`src/rtl/nonce_scheduler.sv`:
```
// Advent-coin search sequencer: issues ASCII decimal nonces to the MD5 pipeline
// under a credit limit, retires digests in order and reports the first hit.

module nonce_digit (
    input  logic [7:0] cur,
    input  logic       cin,
    output logic [7:0] nxt,
    output logic       cout
);
    always_comb begin
        nxt  = cur;
        cout = 1'b0;
        if (cin) begin
            if (cur == 8'h00) begin
                nxt = 8'h31;  // carry into an empty byte lengthens the number
            end else if (cur == 8'h39) begin
                nxt  = 8'h30;
                cout = 1'b1;
            end else begin
                nxt = cur + 8'd1;
            end
        end
    end
endmodule

module nonce_scheduler #(
    parameter int BLOCK_HEADER_WIDTH = 64,
    parameter int RESULT_WIDTH       = 32,
    parameter int DIGEST_WIDTH       = 128,
    parameter int ZERO_NIBBLES       = 5,
    parameter int MAX_INFLIGHT       = 64
) (
    input  logic                          clk,
    input  logic                          reset,
    input  logic                          start,
    output logic                          busy,
    output logic                          hdr_valid,
    input  logic                          hdr_ready,
    output logic [BLOCK_HEADER_WIDTH-1:0] hdr_data,
    input  logic                          digest_valid,
    input  logic [DIGEST_WIDTH-1:0]       digest_data,
    output logic                          result_valid,
    output logic [RESULT_WIDTH-1:0]       result_data,
    output logic                          result_error
);
    localparam int DIGITS = BLOCK_HEADER_WIDTH / 8;
    localparam int IW     = $clog2(MAX_INFLIGHT + 1);
    localparam int ZW     = 4 * ZERO_NIBBLES;
    localparam logic [IW-1:0] MAX_CNT = IW'(MAX_INFLIGHT);
    localparam logic [DIGITS-1:0][7:0] CTR_ONE = BLOCK_HEADER_WIDTH'(8'h31);

    localparam logic [1:0] S_IDLE  = 2'd0;
    localparam logic [1:0] S_RUN   = 2'd1;
    localparam logic [1:0] S_DRAIN = 2'd2;
    localparam logic [1:0] S_DONE  = 2'd3;

    logic [1:0]              state;
    logic [DIGITS-1:0][7:0]  ctr, ctr_nxt;
    logic [DIGITS:0]         carry;
    logic [IW-1:0]           inflight, inflight_nxt;
    logic [RESULT_WIDTH-1:0] retire_nonce, win_nonce;
    logic                    exhausted, exhausted_nxt, hit, xfer, hit_now;
    logic                    unused_digest_bits;

    assign carry[0] = 1'b1;

    genvar g;
    generate
        for (g = 0; g < DIGITS; g++) begin : g_digit
            nonce_digit u_digit (
                .cur  (ctr[g]),
                .cin  (carry[g]),
                .nxt  (ctr_nxt[g]),
                .cout (carry[g+1])
            );
        end
    endgenerate

    assign busy          = (state == S_RUN) || (state == S_DRAIN);
    assign hdr_valid     = (state == S_RUN) && !exhausted && (inflight < MAX_CNT);
    assign hdr_data      = ctr;
    assign xfer          = hdr_valid && hdr_ready;
    assign hit_now       = digest_valid && (digest_data[DIGEST_WIDTH-1 -: ZW] == '0);
    assign exhausted_nxt = exhausted || (xfer && carry[DIGITS]);
    assign result_valid  = (state == S_DONE);
    assign result_error  = (state == S_DONE) && !hit;
    assign result_data   = win_nonce;
    assign unused_digest_bits = ^digest_data[DIGEST_WIDTH-ZW-1:0];

    always_comb begin
        inflight_nxt = inflight;
        if (xfer && !digest_valid)      inflight_nxt = inflight + IW'(1);
        else if (!xfer && digest_valid) inflight_nxt = inflight - IW'(1);
    end

    always_ff @(posedge clk) begin
        if (reset) begin
            state        <= S_IDLE;
            ctr          <= '0;
            inflight     <= '0;
            retire_nonce <= '0;
            win_nonce    <= '0;
            exhausted    <= 1'b0;
            hit          <= 1'b0;
        end else begin
            case (state)
                S_IDLE: if (start) begin
                    ctr          <= CTR_ONE;
                    retire_nonce <= RESULT_WIDTH'(1);
                    win_nonce    <= '0;
                    inflight     <= '0;
                    exhausted    <= 1'b0;
                    hit          <= 1'b0;
                    state        <= S_RUN;
                end
                S_RUN: begin
                    inflight  <= inflight_nxt;
                    exhausted <= exhausted_nxt;
                    if (xfer) ctr <= ctr_nxt;
                    if (hit_now) begin
                        win_nonce <= retire_nonce;
                        hit       <= 1'b1;
                        state     <= S_DRAIN;
                    end else begin
                        if (digest_valid) retire_nonce <= retire_nonce + RESULT_WIDTH'(1);
                        if (exhausted_nxt && inflight_nxt == '0) state <= S_DRAIN;
                    end
                end
                S_DRAIN: begin
                    // late digests only return credit; further hits are discarded
                    inflight <= inflight_nxt;
                    if (inflight_nxt == '0) state <= S_DONE;
                end
                default: state <= S_IDLE;
            endcase
        end
    end

    no_orphan_digest: assert property (@(posedge clk) disable iff (reset)
        digest_valid |-> (inflight != '0));

endmodule

```
`config.mk`:
```
export PLATFORM = sky130hd
export DESIGN_NAME = nonce_scheduler
export DESIGN_NICKNAME = d
export VERILOG_FILES = /design/src/rtl/nonce_scheduler.sv
export SDC_FILE = /design/constraint.sdc
export NUM_CORES = 1
export LEC_CHECK = 0
export ABC_AREA = 1
export BUFFER_PORTS_ARGS = -buffer_cell sky130_fd_sc_hd__buf_2
export CAP_MARGIN = 20
export CORE_UTILIZATION = 43
export DETAILED_ROUTE_END_ITERATION = 10
export GPL_TIMING_DRIVEN = 0
export PLACE_DENSITY = 0.69
export SYNTH_ARGS = -nofsm -noshare
export SYNTH_HDL_FRONTEND = slang
export SYNTH_SLANG_ARGS = --single-unit
```
`constraint.sdc`:
```
create_clock -name clk -period 3.1 [get_ports clk]
set_input_delay 0.62 -clock clk [delete_from_list [all_inputs] [get_ports clk]]
set_output_delay 0.62 -clock clk [all_outputs]
set_load 0.02 [all_outputs]
```
## Yosys cells after proc, flatten, opt, wreduce, memory -nomap -nowiden

Index checks and enable logic that the tools add are counted.

| cells by class | value |
|---|---|
| $add $sub $neg | 11 |
| magnitude comparators | 1 |
| equality and inequality tests | 25 |
| muxes and demuxes | 69 |
| reduce and logical (&&, ||, !) cells | 42 |

Operators by type and width:

| operator | number |
|---|---|
| $mux 8 | 23 |
| $mux 32 | 5 |
| $mux 64 | 2 |
| $pmux 32 s2 | 2 |
| $pmux 64 s2 | 1 |
| $add 8x1->8 const B | 8 |
| $eq 8x6->1 const B | 8 |
| $logic_not 8->1 | 8 |
| $add 32x1->32 const B | 1 |
| $reduce_and 4->1 | 8 |
| $mux 1 | 25 |
| $mux 7 | 3 |
| $logic_not 20->1 | 1 |
| $ne 2x1->1 const B | 8 |
| $pmux 7 s2 | 1 |
| $ne 2x2->1 const B | 5 |
| $logic_and 1x1->1 | 9 |
| $reduce_and 3->1 | 3 |
| $mux 2 | 4 |
| $add 7x1->7 const B | 1 |
| $logic_not 7->1 | 1 |
| $lt 7x7->1 const B | 1 |
| $sub 7x1->7 const B | 1 |
| $pmux 2 s3 | 1 |
| 10 further kinds | 18 |

| word-level totals | value |
|---|---|
| flip-flop bits (word level) | 139 |
| input port bits | 133 |
| word-level logic and storage cells | 162 |

## Longest topological paths before layout

Gate-level depths: netlist (run 1).

| depth | value |
|---|---|
| depth in word-level cells | 16 |
| gate-level depth with buffers | 15 |
| gate-level depth less buffers | 15 |

## By module

A second synthesis (run 1) with hierarchy kept.

| second synthesis, totals | value |
|---|---|
| cells, all modules | 1493 |
| area total of the unflattened synthesis | 9156.3 sq um |

Modules (own cells, without submodules):

| module | instances | cells each | area an instance (sq um) |
|---|---|---|---|
| nonce_scheduler | 1 | 932 | 6508.7 |
| nonce_digit (g_digit[0].u_digit ...) | 7 | 70 | 329.1 |
| nonce_digit (g_digit[6].u_digit) | 1 | 71 | 344.1 |

## Worst setup path after synthesis (run 1)

OpenSTA, ideal clock, no wires.

| timing path | value |
|---|---|
| path type | register to register |
| from | reg ctr, in the netlist hdr_data[0] |
| to | reg ctr, in the netlist hdr_data[59] |
| data arrival time | 1.925 ns |
| path slack | 1.054 ns |
| stages on the path, launching flop included | 14 |
| path buffers | 0 |
| period minus slack after synthesis | 2.046 ns |
| path through | dfxtp_1 ha_1 nand3_1 nor3_2 nand2_1 nor2_2 nand2_1 nand2_1 nand2_4 clkinv_2 nand2_4 nor2_2 xor2_1 nor2_1 |

| between the ends | value |
|---|---|
| longest elaborated chain between the ends | 11 |
| elaborated cells between the ends (all ways) | 12 |
| classes of those cells | eq/ne: 2; mux: 8; reduce/logical: 2 |

Ends and longest elaborated chain:

| element | RTL line | RTL |
|---|---|---|
| start, declared | 58 | `logic [DIGITS-1:0][7:0] ctr, ctr_nxt;` |
| start signal, assigned | 119 | `if (xfer) ctr <= ctr_nxt;` |
| $eq 8x6->1 | 16 | `end else if (cur == 8'h39) begin` |
| $mux 1 | 16 |  |
| $mux 1 (*) | 14 | `if (cur == 8'h00) begin` |
| $mux 1 (*) (6 in a row) | 13 | `if (cin) begin` |
| $ne 2x1->1 (no source line) (*) | - |  |
| $reduce_and 4->1 (no source line) (*) | - |  |

Every way passes the cells marked *; elsewhere a longest branch is shown, timed or not.
A chain may end at the register's enable or synchronous reset.

## Worst setup path in the final report (run 1)

| timing path | value |
|---|---|
| from | reg state[1] |
| to | reg ctr, in the netlist hdr_data[27] |

| between the ends | value |
|---|---|
| longest elaborated chain between the ends | 6 |
| elaborated cells between the ends (all ways) | 11 |
| classes of those cells | eq/ne: 4; mux: 1; reduce/logical: 6 |

Ends and longest elaborated chain:

| element | RTL line | RTL |
|---|---|---|
| start, declared | 57 | `logic [1:0] state;` |
| start signal, assigned | 98 | `state <= S_IDLE;` |
| start signal, assigned | 114 | `state <= S_RUN;` |
| start signal, assigned | 123 | `state <= S_DRAIN;` |
| $eq 2x1->1 | 80, 106 |  |
| $logic_and 1x1->1 (2 in a row) | 80 | `assign hdr_valid = (state == S_RUN) && !exhausted && (inflight < MAX_CNT);` |
| $logic_and 1x1->1 | 82 | `assign xfer = hdr_valid && hdr_ready;` |
| $ne 2x2->1 (no source line) | - |  |
| $reduce_and 4->1 (no source line) | - |  |

Several ways; a longest one is shown, not always the timed one.

==> metrics.md, run 1 <==
| Metric | Value |
|---|---|
| VDD IR max | `0.000549 V` |
| Synth cell types | `53` |
| Vias in the first global route | `7026` |
| Synthesized area per cell | `6.87 um^2` |
| Die Area | `0.0185 mm^2` |
| Clock Power Share | `28.3%` |
| Vias | `7837` |
| Nets@finish | `1432` |
| Congestion Overflow GR | `0` |
| Width of the die | `136 um` |
| Leak Pwr | `0.00373 uW` |
| Tot GR Track Use | `23.3%` |
| Post-DP HPWL | `15400 um` |
| Final Non-Filler Cells | `1506` |
| Achievable Freq | `382 MHz` |
| Hold Startpoint | `result_data[23]` |
| Syn nets | `1289` |
| Detailed-route wire length per cell | `14.0 um` |
| Seq cells post-synth | `139` |
| Synthesized area | `0.00772 mm^2` |
| H-tree lvl count | `4` |
| Ant. Diodes | `0` |
| Final period utilization | `84.6%` |
| Final ANT Viol Nets | `0` |
| Top cells by area, synth | `dfxtp_1 36%, nand2_1 10%, nor2_1 6.5%, inv_1 6.5%, a21oi_1 5.8%` |
| Sw Pwr | `3420 uW` |
| Syn-to-layout area delta | `19.9%` |
| M1 WL | `10200 um` |
| GP Congestion | `0.874` |
| Ratio of cells with drive above 1 in the final layout | `15.2%` |
| Setup TNS | `0 ns` |
| P_int | `4370 uW` |
| DRT Pass-1 Iters | `5` |
| HP Class | `register to register` |
| Status | `finished clean` |
| Largest net degree at the start of global routing | `17` |
| Post-Route WL | `21100 um` |
| Max Slew Vio Count | `0` |
| Setup violations, final | `0` |
| Switching fraction of total power | `43.9%` |
| Initial core utilization | `44.3%` |
| CTS buffer count | `17` |
| Post-synth top area cell | `dfxtp_1` |
| I/O pin count | `233` |
| Die outline height | `136 um` |
| Rel. slew slack | `43.5%` |
| Worst Path Arrival | `2.90 ns` |
| Met3 WL | `1130 um` |
| DR vias/cell | `5.20` |
| Core ar. | `0.0174 mm^2` |
| Number of violations reported at the end of detailed-routing iteration 0 | `511` |
| Seq/Total Area, Yosys | `36.0%` |
| Maximum fanout along the worst path | `10` |
| CP Launch Point | `state[1]` |
| Asr flop ratio synth | `0%` |
| Global-route wire length before repair | `34200 um` |
| R2R Path Start | `state[1]` |
| Yosys top cell area share | `36.0%` |
| Main synth FF type | `dfxtp_1` |
| CTS Sinks | `139` |
| Clock latency on the worst-skew pair | `0.43 ns` |
| CP Data Required Time | `3.38 ns` |
| Post-CTS Setup Repair Bufs | `0` |
| PortBufs | `124` |
| Clk pin slew, worst setup/hold paths | `0.06 ns` |
| Fin crit period | `2.62 ns` |
| Post-CTS Hold Fix Bufs | `0` |
| Top Layer Used | `met4` |
| Clock buffer depth | `2` |
| Cells after synthesis | `1125` |
| Sequential Power Share | `28.9%` |
| Slew @ Worst Pin | `0.847 ns` |
| Met2 routed WL | `9460 um` |
| Critical path class | `register to register` |
| EDFF count, synth | `0` |
| FP Rows | `48` |
| DRC | `0` |
| Max-cap violation count | `0` |
| Root buf cell | `clkbuf_16` |
| Comb power frac | `42.8%` |
| PostCTS Resize Cnt | `0` |
| Clock skew | `0.00800 ns` |
| Synth Warn # | `0` |
| Initial antenna violation count | `0` |
| TritonCTS clock tree | `built` |
| Final hold vios | `0` |
| Dpl cells | `1474` |
| Crit path capture type | `register` |
| CP Launch Type | `register` |
| Cell with the most instances after synthesis | `nand2_1` |
| Power per cell area | `842 mW/mm^2` |
| Commonest cells post-synth | `212 x nand2_1, 139 x dfxtp_1, 134 x nor2_1` |
| RSZ-0062 raised after global routing | `no` |
==> state kept, by name, indices dropped and copies added, names as in the netlist <==
signal	cells
exhausted	1
hit	1
retire_nonce	32
inflight	7
state	2
result_data	32
hdr_data	64
==> stage by stage <==
stage	setup WS [ns]	utilization (%)	hold slack [ns]	total power [uW]	instance area (um^2)
after floorplan	1.05	-	0.441	4670	7720
after global placement	0.385	49.5	0.448	5530	8630
after detailed placement	0.385	49.5	0.449	5560	8630
after CTS	0.484	53.2	0.459	7790	9260
after global routing	0.163	53.2	0.484	8320	9260
final	0.479	53.2	0.457	7790	9260
==> area by class of cell <==
type                       instances  area, um^2
buffer                            32         136
tap                              225         282
clock buffer                      19         443
sequential                       139        2780
clock inverter                    13         190
fill                            1689        8160
timing repair buffer             124         621
inverter                         142         534
multi-input combinational        812        4270
==> cells by family (layout without fill, tap and decap cells) <==
group	Yosys count	in the layout	share of synthesized area, %
AOI/OAI and AO/OA	195	195	14.8
xor gates and xnor gates	28	28	3.18
adders and majority gates	31	31	5.02
buffers and inverters	174	330	8.68
DFF	139	139	36.0
and+or+nand+nor	558	558	32.3
==> critical path, cell delays in order, from the launching register on <==
cell,delay [ns]
dfxtp_1,0.34
inv_1,0.09
ha_1,0.15
buf_4,0.21
inv_2,0.16
nor2_4,0.29
nor2_4,0.10
a21oi_4,0.29
nand2_1,0.18
buf_2,0.22
a22oi_1,0.36
a221oi_1,0.10
==> worst paths after layout <==
check,end,slack [ns],cells past startpoint
max,hdr_data[27],0.48,11
min,result_data[23],0.46,2
max reg2reg,hdr_data[27],0.48,11
min reg2reg,result_data[23],0.46,2
==> metal layers <==
layer  up-vias  global-route usage (%)
met1      3581                    31.4
met5         -                       0
li1       4016                       -
met3        29                    4.96
met4         0                    7.35
met2       211                    36.7
==> power by group through the flow <==
stage | clock network (uW) | logic, uW | registers, uW
2_1_floorplan | 0 | 2250 | 2420
3_3_place_gp | 0 | 3250 | 2280
3_5_place_dp | 0 | 3270 | 2290
4_1_cts | 2230 | 3310 | 2250
5_1_grt | 2310 | 3720 | 2290
6_report | 2210 | 3330 | 2250
==> cell usage in the layout (no fill, tap or decap), types with 4 or more instances in the layout <==
cell	instances
ha_1	31
nand3_1	89
nand2_1	212
nor2_1	134
a21oi_1	90
o21a_1	6
dfxtp_1	139
nor3_1	63
buf_2	128
xor2_1	25
o21ai_2	4
a221oi_1	5
a31oi_1	4
nand4_1	19
nor3b_1	14
o21ai_1	8
nor4_1	7
a211oi_1	10
inv_1	133
clkbuf_1	27
clkinvlp_4	4
bufinv_16	4
inv_2	7
clkbuf_16	17
o21ai_0	49
Note: power is estimated with default switching activity, not from simulation.
==> run 2, diff against run 1 <==
Settings changed: ABC_AREA 1 to 0, PLACE_DENSITY 0.69 to 0.72.
Clock period 3.1 ns to 2.4 ns, I/O delays scaled along.
==> run 2 against run 1 <==
The flow now finishes with violations (negative setup slack). Via count fell by 7.7%. Critical path depth did not move. Area after synthesis fell by 5.1%. Sequential power rose by 26%. Register-to-register slack got worse by 0.52 ns. Synthesized cell count fell by 21%. Total power rose by 24%. Fmax rose by 7.5%. Final cell count fell by 14%. Non-clock buffer count rose by 32. Largest power group unchanged.
==> metrics.md, run 2 <==
| Metric | Value |
|---|---|
| Status | `finished with violations` |
| Failing checks | `negative setup slack` |
| Setup violations, final | `2 (+2)` |
| Clk pin slew, worst setup/hold paths | `0.06 ns (about the same)` |
| Setup TNS | `-0.0730 ns (-0.0730 ns)` |
| I/O pin count | `233 (unchanged)` |
| Clock buffer depth | `2 (unchanged)` |
| TritonCTS clock tree | `built` |
| Fillers | `1504 (-11%)` |
| Final period utilization | `102% (+17 points)` |
| Most Crowded Layer GR | `met2` |
| CP Launch Type | `register` |
| Switching fraction of total power | `40.3% (-3.6 points)` |
| R2R Path End | `state[0]` |
| Largest net degree at the start of global routing | `17 (unchanged)` |
| Worst path max stage delay | `0.36 ns (about the same)` |
| PortBufs | `122 (-1.6%)` |
| Power per cell area | `1030 mW/mm^2 (+22%)` |
| Clock latency on the worst-skew pair | `0.43 ns (about the same)` |
| HP Class | `register to register` |
| Slew @ Worst Pin | `0.687 ns (-0.160 ns)` |
| CTS buffer count | `17 (unchanged)` |
| Synth Warn # | `0 (unchanged)` |
| DP Area | `0.00823 mm^2 (-4.6%)` |
| Detailed-route wire length per cell | `15.7 um (+12%)` |
| DRC | `0 (unchanged)` |
| Die Area | `0.0176 mm^2 (-5.1%)` |
| Most frequent cells in the layout | `127 x dfxtp_1, 122 x buf_2, 118 x nor2_1` |
| Post-Place Worst Slack | `-0.631 ns (-1.02 ns)` |
| Synthesized area per cell | `8.20 um^2 (+19%)` |
| Seq/Total Area, Yosys | `38.0% (+2.0 points)` |
| Post-synth top area cell | `dfxtp_1` |
| Crit-path cells | `inv_4, ha_4, nand4bb_1, buf_6, mux2i_1, xor2_1, a2111oi_2, buf_4, o211ai_1, a2bb2oi_1, a31oi_1` |
| Vias in the first global route | `6463 (-8.0%)` |
| Maximum fanout along the worst path | `10 (unchanged)` |
| Achievable Freq | `410 MHz (+7.5%)` |
| Clock skew | `0.0111 ns (+0.00306 ns)` |
| FP Rows | `47 (-2.1%)` |
| Core ar. | `0.0166 mm^2 (-4.8%)` |
| Final hold vios | `0 (unchanged)` |
| Grt met2 use | `37.2% (+0.53 points)` |
| Initial core utilization | `44.2% (-0.16 points)` |
| Hold worst-path end | `hdr_data[55]` |
| Width of the die | `133 um (-2.6%)` |
| Main synth FF type | `dfxtp_1` |
| Root buf cell | `clkbuf_16` |
| H-tree lvl count | `4 (unchanged)` |
| Sequential Power Share | `29.3% (+0.4 points)` |
| Final ANT Viol Nets | `0 (unchanged)` |
| Crit path capture type | `register` |
| Post-DP HPWL | `13800 um (-11%)` |
| Worst-case reg-to-reg path depth | `11 (unchanged)` |
| Hold Startpoint | `hdr_data[55]` |
| Nets@finish | `1223 (-15%)` |
| Worst Path Arrival | `2.77 ns (-0.13 ns)` |
| CTS Sinks | `139 (unchanged)` |
| Initial antenna violation count | `0 (unchanged)` |
| Seq cells post-synth | `139 (unchanged)` |
| R2r setup slk | `-0.04 ns (-0.52 ns)` |
| Cells after synthesis | `894 (-21%)` |
| Max Slew Vio Count | `0 (unchanged)` |
| Ant. Diodes | `0 (unchanged)` |
| WHS Path Cells | `2 (unchanged)` |
| P_int | `5770 uW (+32%)` |
| Commonest cells post-synth | `139 x dfxtp_1, 119 x nor2_1, 84 x nand2_1` |
| Global-route wire length before repair | `31700 um (-7.1%)` |
| Fin crit period | `2.44 ns (-0.183 ns)` |
| Grt met3 use | `4.56% (-0.40 points)` |
| Comb power frac | `42.3% (-0.5 points)` |
| Vias | `7232 (-7.7%)` |
| Max reg flops | `64 (unchanged)` |
| Pwr Total | `9670 uW (+24%)` |
| Syn nets | `1058 (-18%)` |
| Asr flop ratio synth | `0% (unchanged)` |
| RSZ-0062 raised after global routing | `yes` |
| CP Data Required Time | `2.73 ns (-0.65 ns)` |
| Top cells by area, synth | `dfxtp_1 38%, nor2_1 6.1%, ha_1 5.3%, a21oi_1 4.7%, nand2_1 4.3%` |
| Sw Pwr | `3890 uW (+14%)` |
| Commonest non-fill, non-tap cell in the layout | `dfxtp_1` |
| Clock Power Share | `28.4% (about the same)` |
| Max-cap violation count | `0 (unchanged)` |
| Congestion Overflow GR | `0 (unchanged)` |
| Cell area after layout | `0.00939 mm^2 (+1.4%)` |
| CP Launch Point | `state[1]` |
| Cell with the most instances after synthesis | `dfxtp_1` |
| Cell family with the largest share of critical-path delay | `compound AO/OA/AOI/OAI gates` |
| Critical path class | `register to register` |
| Synthesized area | `0.00733 mm^2 (-5.1%)` |
| Synth cell types | `68 (+28%)` |
| Syn-to-layout area delta | `28.1%` |
| CP Buf/Inv Count | `3 (-1)` |
| Die outline height | `133 um (-2.6%)` |
| R2R Path Start | `state[1]` |
| Yosys top cell area share | `38.0% (+2.0 points)` |
| Worst setup margin | `-0.0383 ns (-0.517 ns)` |
| DRT Pass-1 Iters | `7 (+2)` |
| EDFF count, synth | `0 (unchanged)` |
| Multi-input gate area | `0.00445 mm^2 (+4.3%)` |
| VDD IR max | `0.000598 V (+8.8%)` |
| Number of violations reported at the end of detailed-routing iteration 0 | `422 (-17%)` |
| DR vias/cell | `5.60 (+7.6%)` |
| Ratio of cells with drive above 1 in the final layout | `25.5% (+10 points)` |
| Slowest CP cell | `dfxtp_2` |
| GP Congestion | `0.859 (-1.7%)` |
| Leak Pwr | `0.00375 uW (+0.48%)` |
| Post-Route WL | `20200 um (-4.0%)` |
| Storage cell area | `0.00281 mm^2 (+0.90%)` |
| Tot GR Track Use | `22.3% (-0.92 points)` |
| Met1 Usage GRT | `28.6% (-2.9 points)` |
| Rel. slew slack | `54.2% (+11 points)` |
==> run 2: cell count changes after synthesis, sizes merged, moves of 13 or more <==
cell   previous run  this run
a22oi             4        32
nand3            91        34
and4              0        13
nor3             65        23
inv             140        35
nor3b            14         1
nor2            138       119
o21ai            62        45
nand2           215        84
or3               0        17
and3              1        18
a21oi            92        71
==> run 2: how the worst max path moves through the flow <==
stage,depth (start not counted),to
finish,11,state[0]
detailed placement,8,hdr_valid
CTS,8,hdr_valid
global route,10,state[0]
floorplan,11,retire_nonce[19]
global placement,8,hdr_valid
==> run 2: cell families after synthesis <==
kind of cell | synth area share, %
buffers and inverters | 4.80
DFF | 38.0
AOI/OAI and AO/OA | 17.3
xor gates and xnor gates | 5.74
and+or+nand+nor | 28.4
muxes | 0.546
adders and majority gates | 5.29
==> run 2: final cells by class <==
type,instances,share of cell area (%)
Buffer,36,2.71
Tap cell,220,2.93
Inverter,35,1.45
Timing Repair Buffer,152,8.97
Clock inverter,15,2.03
Multi-Input combinational cell,678,47.5
Sequential cell,139,29.9
Clock buffer,17,4.53
==> run 2: timing repair <==
item / in CTS / in global routing
pin swaps: 12 / 17
hold buffers: 0 / 0
buffers inserted: 9 / 21
endpoints found under the setup margin: 100 / 64
gates resized for setup: 45 / 64
==> run 2: power groups by stage <==
| stage | Combinational, uW | Sequential [uW] | Clock, uW |
|---|---|---|---|
| 3_3_place_gp | 3320 | 2810 | 0 |
| 4_1_cts | 3660 | 2810 | 2780 |
| 2_1_floorplan | 2340 | 2890 | 0 |
| 6_report | 4090 | 2830 | 2750 |
| 3_5_place_dp | 3370 | 2820 | 0 |
| 5_1_grt | 4480 | 2860 | 2870 |
==> run 2: per-layer routing <==
metal	vias up	wire length (um)
met2	214	9840
met1	3460	9090
met5	-	0
li1	3537	-
met4	0	252
met3	21	1040
==> run 2: metrics by stage <==
step | util, % | hold slack (ns) | instances
6_report | 56.6 | 0.494 | 1292
4_1_cts | 54.6 | 0.501 | 1272
2_1_floorplan | - | 0.458 | 894
3_3_place_gp | 49.6 | 0.486 | 1236
5_1_grt | 56.6 | 0.528 | 1292
3_5_place_dp | 49.6 | 0.492 | 1236
==> run 2: worst register-to-register path, delay by kind of cell (launching register included) <==
family                     cells  cell delay (ns)
DFF                            1             0.36
buffers and inverters          3             0.43
AOI/OAI and AO/OA              4             0.86
muxes                          1             0.22
adders and majority gates      1             0.17
xor gates and xnor gates       1             0.12
and+or+nand+nor                1             0.19
==> run 3, diff against run 2 <==
Settings changed: CELL_PAD_IN_SITES_DETAIL_PLACEMENT from default to 0, CELL_PAD_IN_SITES_GLOBAL_PLACEMENT from default to 1, CORE_UTILIZATION 43 to 34, PLACE_DENSITY 0.72 to default, PLACE_DENSITY_LB_ADDON from default to 0.1.
==> run 3 against run 2 <==
The flow now finishes without violations. Total power increased by 2.8%. Core utilization decreased by 11 points. Cell area increased by 2.5%. Clock power about the same. Highest routed layer unchanged. Critical endpoint is now hdr_data[63]. Hold slack got worse by 0.0040 ns. Global-route usage decreased by 2.3 points. Sequential share of layout area decreased by 0.59 points. Critical path depth decreased by 4. Critical path type unchanged.
==> metrics.md, run 3 (same netlist as run 2, synthesis figures left out) <==
| Metric | Value |
|---|---|
| DR vias/cell | `5.22 (-6.8%)` |
| TritonCTS clock tree | `built` |
| Die Area | `0.0221 mm^2 (+26%)` |
| Pwr Total | `9930 uW (+2.8%)` |
| Width of the die | `149 um (+12%)` |
| Congestion Overflow GR | `0 (unchanged)` |
| Syn-to-layout area delta | `31.2%` |
| Clock skew | `0.00987 ns (-0.00119 ns)` |
| Leak Pwr | `0.00380 uW (+1.4%)` |
| Final hold vios | `0 (unchanged)` |
| Post-Route WL | `22200 um (+9.5%)` |
| Sequential Power Share | `28.5% (-0.8 points)` |
| Fin crit period | `2.37 ns (-0.0635 ns)` |
| I/O pin count | `233 (unchanged)` |
| Cell family with the largest share of critical-path delay | `simple AND/OR/NAND/NOR gates` |
| P_int | `5780 uW (about the same)` |
| Max reg flops | `64 (unchanged)` |
| Sw Pwr | `4160 uW (+6.8%)` |
| Clock latency on the worst-skew pair | `0.44 ns (about the same)` |
| Post-DP HPWL | `15200 um (+11%)` |
| Critical path class | `register to register` |
| Vias | `7065 (-2.3%)` |
| Crit-path cells | `or3_4, nor4_4, nand4_4, a21oi_4, nand3_2, or4b_4, a21oi_2` |
| Initial core utilization | `34.7% (-9.4 points)` |
| RSZ-0062 raised after global routing | `yes` |
| Root buf cell | `clkbuf_16` |
| CP Data Required Time | `2.76 ns (+0.03 ns)` |
| Dpl cells | `1291 (+4.4%)` |
| Commonest non-fill, non-tap cell in the layout | `buf_2` |
| Detailed-route wire length per cell | `16.4 um (+4.5%)` |
| CP Launch Type | `register` |
| Final ANT Viol Nets | `0 (unchanged)` |
| Worst Path Arrival | `2.74 ns (-0.03 ns)` |
| CP Launch Point | `hdr_data[38]` |
| Worst path max stage delay | `0.54 ns (+0.18 ns)` |
| Core ar. | `0.0211 mm^2 (+27%)` |
| CP Buf/Inv Count | `0 (-3)` |
| Setup violations, final | `0 (-2)` |
| Clock Power Share | `28.0% (-0.4 points)` |
| Vias in the first global route | `6499 (+0.56%)` |
| Most frequent cells in the layout | `122 x buf_2, 118 x nor2_1, 117 x dfxtp_1` |
| Die outline height | `149 um (+12%)` |
| Achievable Freq | `421 MHz (+2.7%)` |
| HP Class | `register to register` |
| PortBufs | `122 (unchanged)` |
| Ratio of cells with drive above 1 in the final layout | `27.3% (+1.9 points)` |
| R2R Path Start | `hdr_data[38]` |
| Nets@finish | `1230 (+0.57%)` |
| Number of violations reported at the end of detailed-routing iteration 0 | `316 (-25%)` |
| VDD IR max | `0.000594 V (-0.60%)` |
| Crit path capture type | `register` |
| Maximum fanout along the worst path | `5 (-5)` |
| Post-CTS Hold Fix Bufs | `0 (unchanged)` |
| Initial antenna violation count | `0 (unchanged)` |
| GP Congestion | `0.766 (-11%)` |
| Slowest CP cell | `or4b_4` |
| DRT Pass-1 Iters | `4 (-3)` |
| Power per cell area | `1030 mW/mm^2 (+0.30%)` |
| Max-cap violation count | `0 (unchanged)` |
| Clock buffer depth | `2 (unchanged)` |
| Final period utilization | `98.9% (-2.6 points)` |
| Switching fraction of total power | `41.9% (+1.6 points)` |
| CTS buffer count | `17 (unchanged)` |
| Final Non-Filler Cells | `1354 (+4.8%)` |
| Max Slew Vio Count | `0 (unchanged)` |
| H-tree lvl count | `4 (unchanged)` |
| CTS Sinks | `139 (unchanged)` |
| Hold Startpoint | `result_data[0]` |
| Status | `finished clean` |
| Comb power frac | `43.5% (+1.2 points)` |
| Post-Place Worst Slack | `-0.672 ns (-0.0403 ns)` |
| DRC | `0 (unchanged)` |
| FP Rows | `53 (+13%)` |
| Clk pin slew, worst setup/hold paths | `0.07 ns (about the same)` |
| Worst setup margin | `0.0253 ns (+0.0635 ns)` |
| Tot GR Track Use | `20.0% (-2.3 points)` |
| Largest net degree at the start of global routing | `18 (+1)` |
| Slew @ Worst Pin | `0.781 ns (+0.0940 ns)` |
| Ant. Diodes | `0 (unchanged)` |
| Global-route wire length before repair | `34800 um (+9.6%)` |
| Rel. slew slack | `48.0% (-6.3 points)` |
==> run 3: power groups by stage <==
| stage | combinational, uW | sequential (uW) | clock (uW) |
|---|---|---|---|
| 2_1_floorplan | 2340 | 2890 | 0 |
| 3_3_place_gp | 3480 | 2820 | 0 |
| 3_5_place_dp | 3450 | 2820 | 0 |
| 4_1_cts | 3910 | 2800 | 2840 |
| 5_1_grt | 4760 | 2870 | 2950 |
| 6_report | 4320 | 2830 | 2780 |
==> run 3: worst register-to-register path: cells and delay by family (launching register included) <==
family / cells / cell delay, ns
AOI/OAI and AO/OA: 2 / 0.33
DFF: 1 / 0.35
and+or+nand+nor: 5 / 1.62
==> run 3: worst paths after layout <==
check	to	slack, ns	cells past startpoint
worst max-delay path	hdr_data[63]	0.03	7
worst min-delay path	result_data[0]	0.49	2
worst max register to register	hdr_data[63]	0.03	7
worst min register to register	result_data[0]	0.49	2
==> run 3: layout make-up <==
cell class	count	area (um^2)
Fill cell	2115	11500
Multi-Input combinational cell	678	4510
Sequential cell	139	2820
Timing Repair Buffer	160	935
Clock buffer	17	425
Tap cell	275	344
Buffer	35	248
Clock inverter	15	196
Inverter	35	136
==> run 3: what timing repair did <==
action / CTS / global route
setup endpoints to repair: 115 / 68
resized for setup: 55 / 75
cloned: 0 / 1
pin swaps: 15 / 32
buffers inserted: 19 / 18
==> run 3: stage by stage <==
step | cell area [um^2] | hold WS, ns | util, % | TNS, ns
after floorplan | 7340 | 0.458 | - | -0.00224
after global placement | 8300 | 0.467 | 39.3 | -28.14
after detailed placement | 8300 | 0.481 | 39.3 | -26.07
after CTS | 9240 | 0.497 | 43.8 | -0.0300
after global routing | 9620 | 0.511 | 45.6 | -0.288
final | 9620 | 0.490 | 45.6 | 0
==> run 3: layer usage <==
metal / vias to the layer above / GRT usage, % / routed length [um]
met5: - / 0 / 0
met2: 109 / 30.7 / 9950
met4: 0 / 4.69 / 161
met3: 12 / 5.26 / 942
li1: 3556 / - / -
met1: 3388 / 27.8 / 11100
